<file path="src/rtl/zx_bus_pkg.sv">
// Shared types for the Z80 bus DMA master: transfer modes, FSM states, ctrl_bus bit map.
package zx_bus_pkg;

  typedef enum logic [1:0] {
    MODE_MEMWR = 2'd0,
    MODE_MEMRD = 2'd1,
    MODE_FILL  = 2'd2,
    MODE_IOWR  = 2'd3
  } mode_e;

  typedef enum logic [2:0] {
    ST_IDLE,
    ST_REQ,
    ST_SETUP,
    ST_STROBE,
    ST_HOLD,
    ST_NEXT,
    ST_RELEASE,
    ST_DONE
  } state_e;

  localparam int CB_MREQ = 3;
  localparam int CB_IORQ = 2;
  localparam int CB_RD   = 1;
  localparam int CB_WR   = 0;

  // Modes whose bus data comes from the host write stream.
  function automatic logic needs_stream(input mode_e m);
    return (m == MODE_MEMWR) || (m == MODE_IOWR);
  endfunction

endpackage

</file>
<file path="src/rtl/zx_sync2.sv">
// Two-flop synchroniser for an asynchronous active-low input; idles high out of reset.
module zx_sync2 (
  input  logic clk,
  input  logic rst,
  input  logic d,
  output logic q
);
  logic meta;

  always_ff @(posedge clk or posedge rst) begin
    if (rst) begin
      meta <= 1'b1;
      q    <= 1'b1;
    end else begin
      meta <= d;
      q    <= meta;
    end
  end
endmodule

</file>
<file path="src/rtl/zx_bus_dma_master.sv">
// Z80 bus master: grabs the bus via BUSREQ/BUSACK and moves blocks between
// memory/I/O space and host valid/ready streams in burst-limited tenures.
module zx_bus_dma_master
  import zx_bus_pkg::*;
#(
  parameter int ADDR_W     = 16,
  parameter int DATA_W     = 8,
  parameter int LEN_W      = 17,
  parameter int BURST      = 64,
  parameter int SETUP_CYC  = 1,
  parameter int STROBE_CYC = 4,
  parameter int ACK_TMO    = 1024
) (
  input  logic              clk_clk,
  input  logic              reset_reset,
  input  logic              cmd_start,
  input  logic [1:0]        cmd_mode,
  input  logic [ADDR_W-1:0] cmd_addr,
  input  logic [LEN_W-1:0]  cmd_len,
  input  logic [DATA_W-1:0] cmd_fill,
  input  logic              cmd_abort,
  output logic              busy,
  output logic              done,
  output logic              err,
  input  logic [DATA_W-1:0] wr_data,
  input  logic              wr_valid,
  output logic              wr_ready,
  output logic [DATA_W-1:0] rd_data,
  output logic              rd_valid,
  input  logic              rd_ready,
  output logic              bus_req_n,
  input  logic              bus_ack_n,
  output logic [ADDR_W-1:0] address,
  output logic [DATA_W-1:0] data_out,
  output logic              data_oe,
  input  logic [DATA_W-1:0] data_in,
  output logic [3:0]        ctrl_bus
);

  localparam int CYC_MAX = (SETUP_CYC > STROBE_CYC) ? SETUP_CYC : STROBE_CYC;
  localparam int CYC_W   = $clog2(CYC_MAX + 1);
  localparam int TMO_W   = $clog2(ACK_TMO + 1);
  localparam int BST_W   = $clog2(BURST + 1);

  state_e              state_q, state_d;
  mode_e               mode_q;
  logic [ADDR_W-1:0]   addr_q;
  logic [LEN_W-1:0]    len_q;
  logic [DATA_W-1:0]   fill_q, wdat_q, rdat_q;
  logic                have_q, abort_q, rereq_q, err_q;
  logic [CYC_W-1:0]    cyc_q;
  logic [TMO_W-1:0]    tmo_q;
  logic [BST_W-1:0]    burst_q;
  logic                ack_s, abort_pend, need_wr, src_ok, tmo_hit;

  zx_sync2 u_ack_sync (
    .clk (clk_clk),
    .rst (reset_reset),
    .d   (bus_ack_n),
    .q   (ack_s)
  );

  assign abort_pend = abort_q | cmd_abort;
  assign need_wr    = needs_stream(mode_q);
  assign src_ok     = !need_wr || have_q;
  assign address    = addr_q;
  assign rd_data    = rdat_q;
  assign err        = err_q;
  assign data_out   = data_oe ? ((mode_q == MODE_FILL) ? fill_q : wdat_q) : '0;

  // A stream beat is only taken on the way into (or while waiting in) SETUP,
  // so the setup count starts with data already in hand and no beat is
  // consumed for a transfer that will never run.
  assign wr_ready = need_wr && !have_q && wr_valid && (state_d == ST_SETUP);

  always_ff @(posedge clk_clk or posedge reset_reset) begin
    if (reset_reset) state_q <= ST_IDLE;
    else             state_q <= state_d;
  end

  always_comb begin
    state_d   = state_q;
    tmo_hit   = 1'b0;
    busy      = 1'b1;
    done      = 1'b0;
    bus_req_n = 1'b0;
    data_oe   = 1'b0;
    rd_valid  = 1'b0;
    ctrl_bus  = 4'hF;
    case (state_q)
      ST_IDLE: begin
        busy      = 1'b0;
        bus_req_n = 1'b1;
        if (cmd_start) state_d = (cmd_len == '0) ? ST_DONE : ST_REQ;
      end
      ST_REQ: begin
        if (abort_pend) state_d = ST_RELEASE;
        else if (!ack_s) state_d = ST_SETUP;
        else if (tmo_q == TMO_W'(ACK_TMO - 1)) begin
          tmo_hit = 1'b1;
          state_d = ST_RELEASE;
        end
      end
      ST_SETUP: begin
        if (src_ok) begin
          data_oe = (mode_q != MODE_MEMRD);
          if (mode_q == MODE_IOWR) ctrl_bus[CB_IORQ] = 1'b0;
          else                     ctrl_bus[CB_MREQ] = 1'b0;
          if (cyc_q == CYC_W'(SETUP_CYC - 1)) state_d = ST_STROBE;
        end else if (abort_pend) begin
          state_d = ST_RELEASE;
        end
      end
      ST_STROBE: begin
        data_oe = (mode_q != MODE_MEMRD);
        if (mode_q == MODE_IOWR) ctrl_bus[CB_IORQ] = 1'b0;
        else                     ctrl_bus[CB_MREQ] = 1'b0;
        if (mode_q == MODE_MEMRD) ctrl_bus[CB_RD] = 1'b0;
        else                      ctrl_bus[CB_WR] = 1'b0;
        if (cyc_q == CYC_W'(STROBE_CYC - 1)) state_d = ST_HOLD;
      end
      ST_HOLD: begin
        data_oe = (mode_q != MODE_MEMRD);
        state_d = ST_NEXT;
      end
      ST_NEXT: begin
        rd_valid = (mode_q == MODE_MEMRD);
        if ((mode_q != MODE_MEMRD) || rd_ready) begin
          if ((len_q == '0) || abort_pend)       state_d = ST_RELEASE;
          else if (burst_q == BST_W'(BURST))     state_d = ST_RELEASE;
          else                                   state_d = ST_SETUP;
        end
      end
      ST_RELEASE: begin
        bus_req_n = 1'b1;
        if (ack_s) state_d = (rereq_q && (len_q != '0) && !abort_pend) ? ST_REQ : ST_DONE;
      end
      ST_DONE: begin
        busy      = 1'b0;
        done      = 1'b1;
        bus_req_n = 1'b1;
        state_d   = ST_IDLE;
      end
      default: state_d = ST_IDLE;
    endcase
  end

  always_ff @(posedge clk_clk or posedge reset_reset) begin
    if (reset_reset) begin
      mode_q  <= MODE_MEMWR;
      addr_q  <= '0;
      len_q   <= '0;
      fill_q  <= '0;
      wdat_q  <= '0;
      rdat_q  <= '0;
      have_q  <= 1'b0;
      abort_q <= 1'b0;
      rereq_q <= 1'b0;
      err_q   <= 1'b0;
      cyc_q   <= '0;
      tmo_q   <= '0;
      burst_q <= '0;
    end else begin
      if (state_q == ST_IDLE && cmd_start) begin
        mode_q  <= mode_e'(cmd_mode);
        addr_q  <= cmd_addr;
        len_q   <= cmd_len;
        fill_q  <= cmd_fill;
        err_q   <= 1'b0;
        abort_q <= 1'b0;
        have_q  <= 1'b0;
      end
      if (cmd_abort && state_q != ST_IDLE && state_q != ST_DONE) abort_q <= 1'b1;
      if (wr_ready) begin
        wdat_q <= wr_data;
        have_q <= 1'b1;
      end
      if (state_q == ST_STROBE && mode_q == MODE_MEMRD && cyc_q == CYC_W'(STROBE_CYC - 1))
        rdat_q <= data_in;
      if (state_q == ST_HOLD) begin
        len_q   <= len_q - 1'b1;
        addr_q  <= addr_q + 1'b1;
        burst_q <= burst_q + 1'b1;
        have_q  <= 1'b0;
      end
      if (state_q == ST_REQ) begin
        burst_q <= '0;
        rereq_q <= 1'b0;
      end
      if (state_q == ST_NEXT && state_d == ST_RELEASE) rereq_q <= (burst_q == BST_W'(BURST));
      if (tmo_hit) err_q <= 1'b1;
      tmo_q <= (state_q == ST_REQ) ? tmo_q + 1'b1 : '0;
      // Setup/strobe count restarts on every state change and while SETUP waits for data.
      cyc_q <= (state_d != state_q || !src_ok) ? '0 : cyc_q + 1'b1;
    end
  end

endmodule
</file>
<file path="config.mk">
export PLATFORM = sky130hd
export DESIGN_NAME = zx_bus_dma_master
export DESIGN_NICKNAME = d
export VERILOG_FILES = /design/src/rtl/zx_bus_pkg.sv /design/src/rtl/zx_sync2.sv /design/src/rtl/zx_bus_dma_master.sv
export SDC_FILE = /design/constraint.sdc
export NUM_CORES = 1
export LEC_CHECK = 0
export ABC_AREA = 1
export CORE_ASPECT_RATIO = 1.75
export CORE_UTILIZATION = 35
export CTS_BUF_LIST = sky130_fd_sc_hd__clkbuf_8 sky130_fd_sc_hd__clkbuf_16
export DETAILED_ROUTE_END_ITERATION = 12
export HOLD_SLACK_MARGIN = 0.15
export PLACE_DENSITY = 0.7
export RECOVER_POWER = 50
export SYNTH_ARGS = -nofsm -noshare
export SYNTH_HDL_FRONTEND = slang
export SYNTH_SLANG_ARGS = --single-unit
</file>
<file path="constraint.sdc">
create_clock -name clk_clk -period 4.15 [get_ports clk_clk]
set_clock_uncertainty 0.05 [all_clocks]
set_input_delay 0.83 -clock clk_clk [delete_from_list [all_inputs] [get_ports clk_clk]]
set_output_delay 0.83 -clock clk_clk [all_outputs]
set_load 0.05 [all_outputs]
</file>
# After elaboration in Yosys (flattened, before gate mapping)
# Cells that the tools add are included.
word_totals:
  reg_bits: 89
  wordCells: 125
  input_bits: 66
  out_inout_bits: 43
classes:
  n_eq_ne: 18
  reduce_logical: 36
  addsub: 5
  mux: 49
  n_bitwise: 1
ops:
  columns: ["operator", "n"]
  rows:
  - ["$mux 3", 15]
  - ["$logic_not 17->1", 2]
  - ["$mux 17", 2]
  - ["$mux 16", 2]
  - ["$pmux 3 s8", 1]
  - ["$mux 1", 20]
  - ["$reduce_bool 17->1", 1]
  - ["$sub 17x1->17 const B", 1]
  - ["$add 16x1->16 const B", 1]
  - ["$mux 8", 2]
  - ["$eq 3x3->1 const B", 5]
  - ["$mux 7", 2]
  - ["$eq 3x2->1 const B", 4]
  - ["$add 11x1->11 const B", 1]
  - ["$eq 11x10->1 const B", 1]
  - ["$logic_and 1x1->1", 11]
  - ["$mux 11", 1]
  - ["$reduce_bool 2->1", 5]
  - ["$add 7x1->7 const B", 1]
  - ["$eq 7x7->1 const B", 1]
  - ["$logic_not 3->1", 2]
  - ["$reduce_bool 3->1", 2]
  - ["$logic_or 1x1->1", 5]
  - ["$eq 2x2->1 const B", 2]
  - ["other kinds (14)", 19]

# Logic depth before layout (Yosys ltp)
depth:
  depth_word: 10
  depth_mapped: 17
  mapped_depth_nobuf: 16

# Modules after synthesis
# From an unflattened synthesis, not the netlist that was laid out.
hier_totals:
  hier_cells: 662
  area_unflattened_um2: 4999.8
by_module_without_submodules:
  columns: ["module", "seq_area_each_um2", "cells_each", "area_per_inst_um2", "instances"]
  rows:
  - ["zx_bus_dma_master", 2177.1, 659, 4943.5, 1]
  - ["zx_sync2", 52.6, 3, 56.3, 1]

# Worst setup path after synthesis
# No wires, ideal clock.
synth_timing:
  path_kind: "register -> output"
  from: "register state_q[0]"
  to: "output data_out[0]"
  path_stages_with_launch: 6
  n_path_buf: 0
  t_required_ns: 3.270
  path_slack_ns: 0.966
  t_arrival_ns: 2.304
  cell_sequence: "dfrtp_1 -> nor3_4 -> o21ai_0 -> nand2_1 -> inv_1 -> a21oi_1"
synth_via:
  elab_chain_len: 4
  word_cells_on_any_way: 6
  classes_between: "3 x eq/ne; 2 x mux; 1 x reduce/logical"
synth_lines:
  columns: ["element", "line", "source"]
  rows:
  - ["start, declared", "zx_bus_dma_master.sv:45", "state_e state_q, state_d;"]
  - ["start signal, assigned", "zx_bus_dma_master.sv:78", "else state_q <= state_d;"]
  - ["$eq 3x2->1 / $eq 3x3->1 (equally long branches)", "zx_bus_dma_master.sv:90", "case (state_q)"]
  - ["$reduce_or 2->1 (no line)", null, null]
  - ["$pmux 1 s2 *", "zx_bus_dma_master.sv:90", null]
  - ["named net data_oe", "zx_bus_dma_master.sv:35", "output logic data_oe,"]
  - ["$mux 8 *", "zx_bus_dma_master.sv:69", "assign data_out = data_oe ? ((mode_q == MODE_FILL) ? fill_q : wdat_q) : '0;"]
  - ["end, declared", "zx_bus_dma_master.sv:34", "output logic [DATA_W-1:0] data_out,"]
# The timed path passes the listed nets; every way through them passes the cells marked *.

# Worst setup path after layout
layout_timing:
  from: "register state_q[1]"
  to: "output wr_ready"
layout_via:
  elab_chain_len: 6
  word_cells_on_any_way: 21
  classes_between: "8 x eq/ne; 11 x mux; 2 x reduce/logical"
layout_lines:
  columns: ["element", "line", "source"]
  rows:
  - ["$mux 3", "zx_bus_dma_master.sv:99", "else if (tmo_q == TMO_W'(ACK_TMO - 1)) begin"]
  - ["$mux 3", "zx_bus_dma_master.sv:98", "else if (!ack_s) state_d = ST_SETUP;"]
  - ["$mux 3", "zx_bus_dma_master.sv:97", "if (abort_pend) state_d = ST_RELEASE;"]
  - ["$pmux 3 s8 *", "zx_bus_dma_master.sv:90", null]
  - ["$eq 3x2->1 *", "zx_bus_dma_master.sv:74", "assign wr_ready = need_wr && !have_q && wr_valid && (state_d == ST_SETUP);"]
  - ["$logic_and 1x1->1 *", "zx_bus_dma_master.sv:74", null]
  - ["end, declared", "zx_bus_dma_master.sv:27", "output logic wr_ready,"]
# Mark *: on every way between the ends. The rest lies on a longest branch, timed or not.

==> results by group <==
Worst hold path
  – Hold Crit Class: flip-flop to flip-flop

Clock tree
  – CTS sink count: 89
  – Hold Buf Count CTS: 0
  – Clock Tree Root: clkbuf_16
  – Worst-path clk slew: 0.06 ns
  – Clock tree from TritonCTS: yes
  – # H-tree levels: 3
  – Post-CTS sizing: 0
  – Clock buffer depth: 2
  – Post-CTS Setup Bufs: 0
  – CTS Buf Count: 9
  – Worst-Skew Late Latency: 0.34 ns

Placed design
  – GPL Wtd Cong: 0.908
  – Place WS: 0.646 ns
  – Inst Count DP: between 900 and 1000
  – IO buf count: 108
  – HPWL Detailed: 10500 um

GRT
  – GR Util met1: 21.2%
  – Vias in the first global route: 4847
  – Largest net degree at the start of global routing: 49
  – Total gr overflow: 0
  – First-pass GRT wire length: about 23000 um
  – Met2 Use GR: 36.6%
  – GRT busiest layer: met2
  – Initial antenna violation count: 0
  – GR Util met3: 2.71%
  – Overall routing resource usage: 19.7%

Power and ir drop
  – Power Dens Cells: between 700 and 800 nW/um^2
  – Sw frac: 48.2%
  – Leakage power: 3.00 nW
  – Worst VDD drop: 472 uV
  – Sequential Power Share: 30.1%
  – Internal: 2.52 mW
  – Part of the power in the clock network: about 18%
  – Comb pwr share: 51.7%
  – Net Sw Power: 2.34 mW

Critical path
  – CP peak stage delay: 0.48 ns
  – Most used cell, CP: inv_1
  – Maximum fanout along the worst path: 15
  – CP arrival: roughly 2.8 ns
  – Crit-path leading delay family: simple AND/OR/NAND/NOR gates
  – Worst path cell trace: inv_1 > nand3_1 > inv_1 > a21oi_1 > nand2_2 > nand2_2 > nor2_4 > nand3_2 > inv_1 > buf_12
  – CP Class: flip-flop to output port
  – WP buf/inv: 4
  – Worst path slowest cell: nand3_1
  – Worst setup SP type: flip-flop
  – Req. time, crit path: 3.27 ns
  – Crit end category: output port

Logic synthesis
  – Distinct cells, synth: 41
  – FFs w/ async S/R, synth: 100%
  – Syn Area/Cell: 7.56 sq um
  – Synth Register Bits: 89
  – Top cells by count, synth: nand2_1, dfrtp_1, inv_1
  – Post-synth top area share: roughly 44%
  – Synth top area cells: dfrtp_1, nand2_1, inv_1
  – Yosys warnings: 0
  – Syn nets: 739
  – Most numerous cell in the Yosys netlist: nand2_1
  – Synth area leader: dfrtp_1
  – Synth Instances: around 660
  – Seq/Total Area, Yosys: roughly 45%
  – Ys flop type: dfrtp_1
  – Post-synth EDFFs: 0
  – Synthesized area: approximately 5000 sq um

Die
  – Width of the die: 92.3 um
  – Die Area: roughly 15000 sq um
  – Core Area: 13900 sq um
  – Die H: 160 um
  – Cell row count: 57
  – # IOs: 109
  – Initial Utilization: 35.9%

Final layout
  – Layout cells sized above 1: 7.64%
  – Nets: 846
  – Antenna cell count: 0
  – Syn-to-layout area delta: 30.8%
  – Fin cells: 949
  – Fill cells: 1393

STA
  – Period utilization: approximately 88%
  – RSZ-0062 raised after global routing: no
  – Slew of the pin with the lowest slew margin: 2.19 ns
  – Fin Setup TNS: 0 ns
  – Final min period: 3.65 ns
  – Final Setup Violations: 0
  – Hold Fails Final Rpt: 0
  – Count of pins over their slew limit: ~120
  – Worst slew margin: -46.8%
  – Max Fclk: 274 MHz
  – Worst setup margin: 0.504 ns

Routing
  – Routed len/inst: 14.6 um
  – Routed WL: 13900 um
  – Post-route ant nets: 0
  – Post-DR vias/cell: 5.04
  – Residual DRC: 0
  – DRT Pass-1 Iters: 4
  – 1st-iter DRT viols: 246
  – Routed vias: around 4800

Outcome
  – Violated checks: capacitance limit, slew limit
  – Status: finished with violations

Run
  – Max-cap viol count: 3
worst reg2reg max path: stages, from the launching register on:
cell      delay (ns)
dfrtp_1         0.49
inv_2           0.07
nor3_1          0.48
clkbuf_1        1.30
nand3_1         0.33
nor3b_1         0.34
nand2_1         0.10
o21ai_1         0.13
a21oi_1         0.06
flip-flops by register name (all words and copies together) (netlist names), 2 cells and up:
signal and count:
mode_q 2, cyc_q 3, len_q 17, state_q 3, address 16, rd_data 8, wdat_q 8, burst_q 7
tmo_q 11, fill_q 8
cell families after synthesis:
| group | synth area share [%] |
|---|---|
| compound gates | 12.0 |
| xor+xnor | 0.877 |
| fa+ha+maj | 3.01 |
| buf+inv | 8.09 |
| flops | 44.6 |
| mux | 2.03 |
| simple gates | 29.3 |
stage by stage:
stage | power, mW | cell area (sq um) | utilization (%) | hold WS, ns
floorplan | 3.23 | 5000 | - | 0.295
global placement | 3.98 | 6260 | 45.0 | 0.298
detailed placement | 4.01 | 6260 | 45.0 | 0.300
CTS | 4.91 | 6580 | 47.3 | 0.309
global route | 5.22 | 6530 | 47.0 | 0.317
finish | 4.86 | 6530 | 47.0 | 0.309
final timing paths:
path,from,to,slack (ns),depth (start not counted)
worst max-delay path,state_q[1]$_DFF_PP0_,wr_ready,0.50,10
worst min-delay path,u_ack_sync.meta$_DFF_PP1_,u_ack_sync.q$_DFF_PP1_,0.31,0
worst max register to register,state_q[2]$_DFF_PP0_,burst_q[6]$_DFFE_PP0P_,0.67,8
worst min register to register,u_ack_sync.meta$_DFF_PP1_,u_ack_sync.q$_DFF_PP1_,0.31,0
max in group asynchronous,reset_reset,wdat_q[1]$_DFFE_PP0P_,0.73,3
min in group asynchronous,reset_reset,len_q[9]$_DFFE_PP0P_,1.46,2
per-layer routing:
metal | wire length, um | share of wire [%]
met1 | 5440 | 39
met2 | 7470 | 54
met3 | 501 | 3.6
met4 | 472 | 3.4
met5 | 0 | 0
cell usage in the layout (no fill, tap or decap), drive strengths merged, types with 3 or more instances in the layout:
cell	instances
nor4	3
nand2	182
o22ai	4
nand3	55
xor2	3
buf	12
ha	12
o21ai	47
a21oi	31
nor2	65
nor3	20
o211ai	8
a31oi	6
mux2	9
dfrtp	87
inv	84
clkdlybuf4s50	96
nand4	8
dlygate4sd3	3
clkbuf	13
power by group through the flow:
stage	Combinational, mW	Sequential [mW]	Clock, mW
finish	2.51	1.46	0.884
detailed placement	2.54	1.47	0
global route	2.78	1.50	0.937
floorplan	1.55	1.68	0
global placement	2.51	1.47	0
CTS	2.55	1.46	0.899
layout make-up:
cell class / count / area, sq um / share of cell area, %
multi-input cells: 470 / 2340 / 35.8
flip-flops and latches: 89 / 2230 / 34.1
repair buffers: 114 / 1110 / 16.9
inverters: 84 / 317 / 4.85
clock buffers: 10 / 239 / 3.66
well taps: 177 / 221 / 3.39
clock inverters: 5 / 78.8 / 1.21
(Power assumes the default switching activity.)
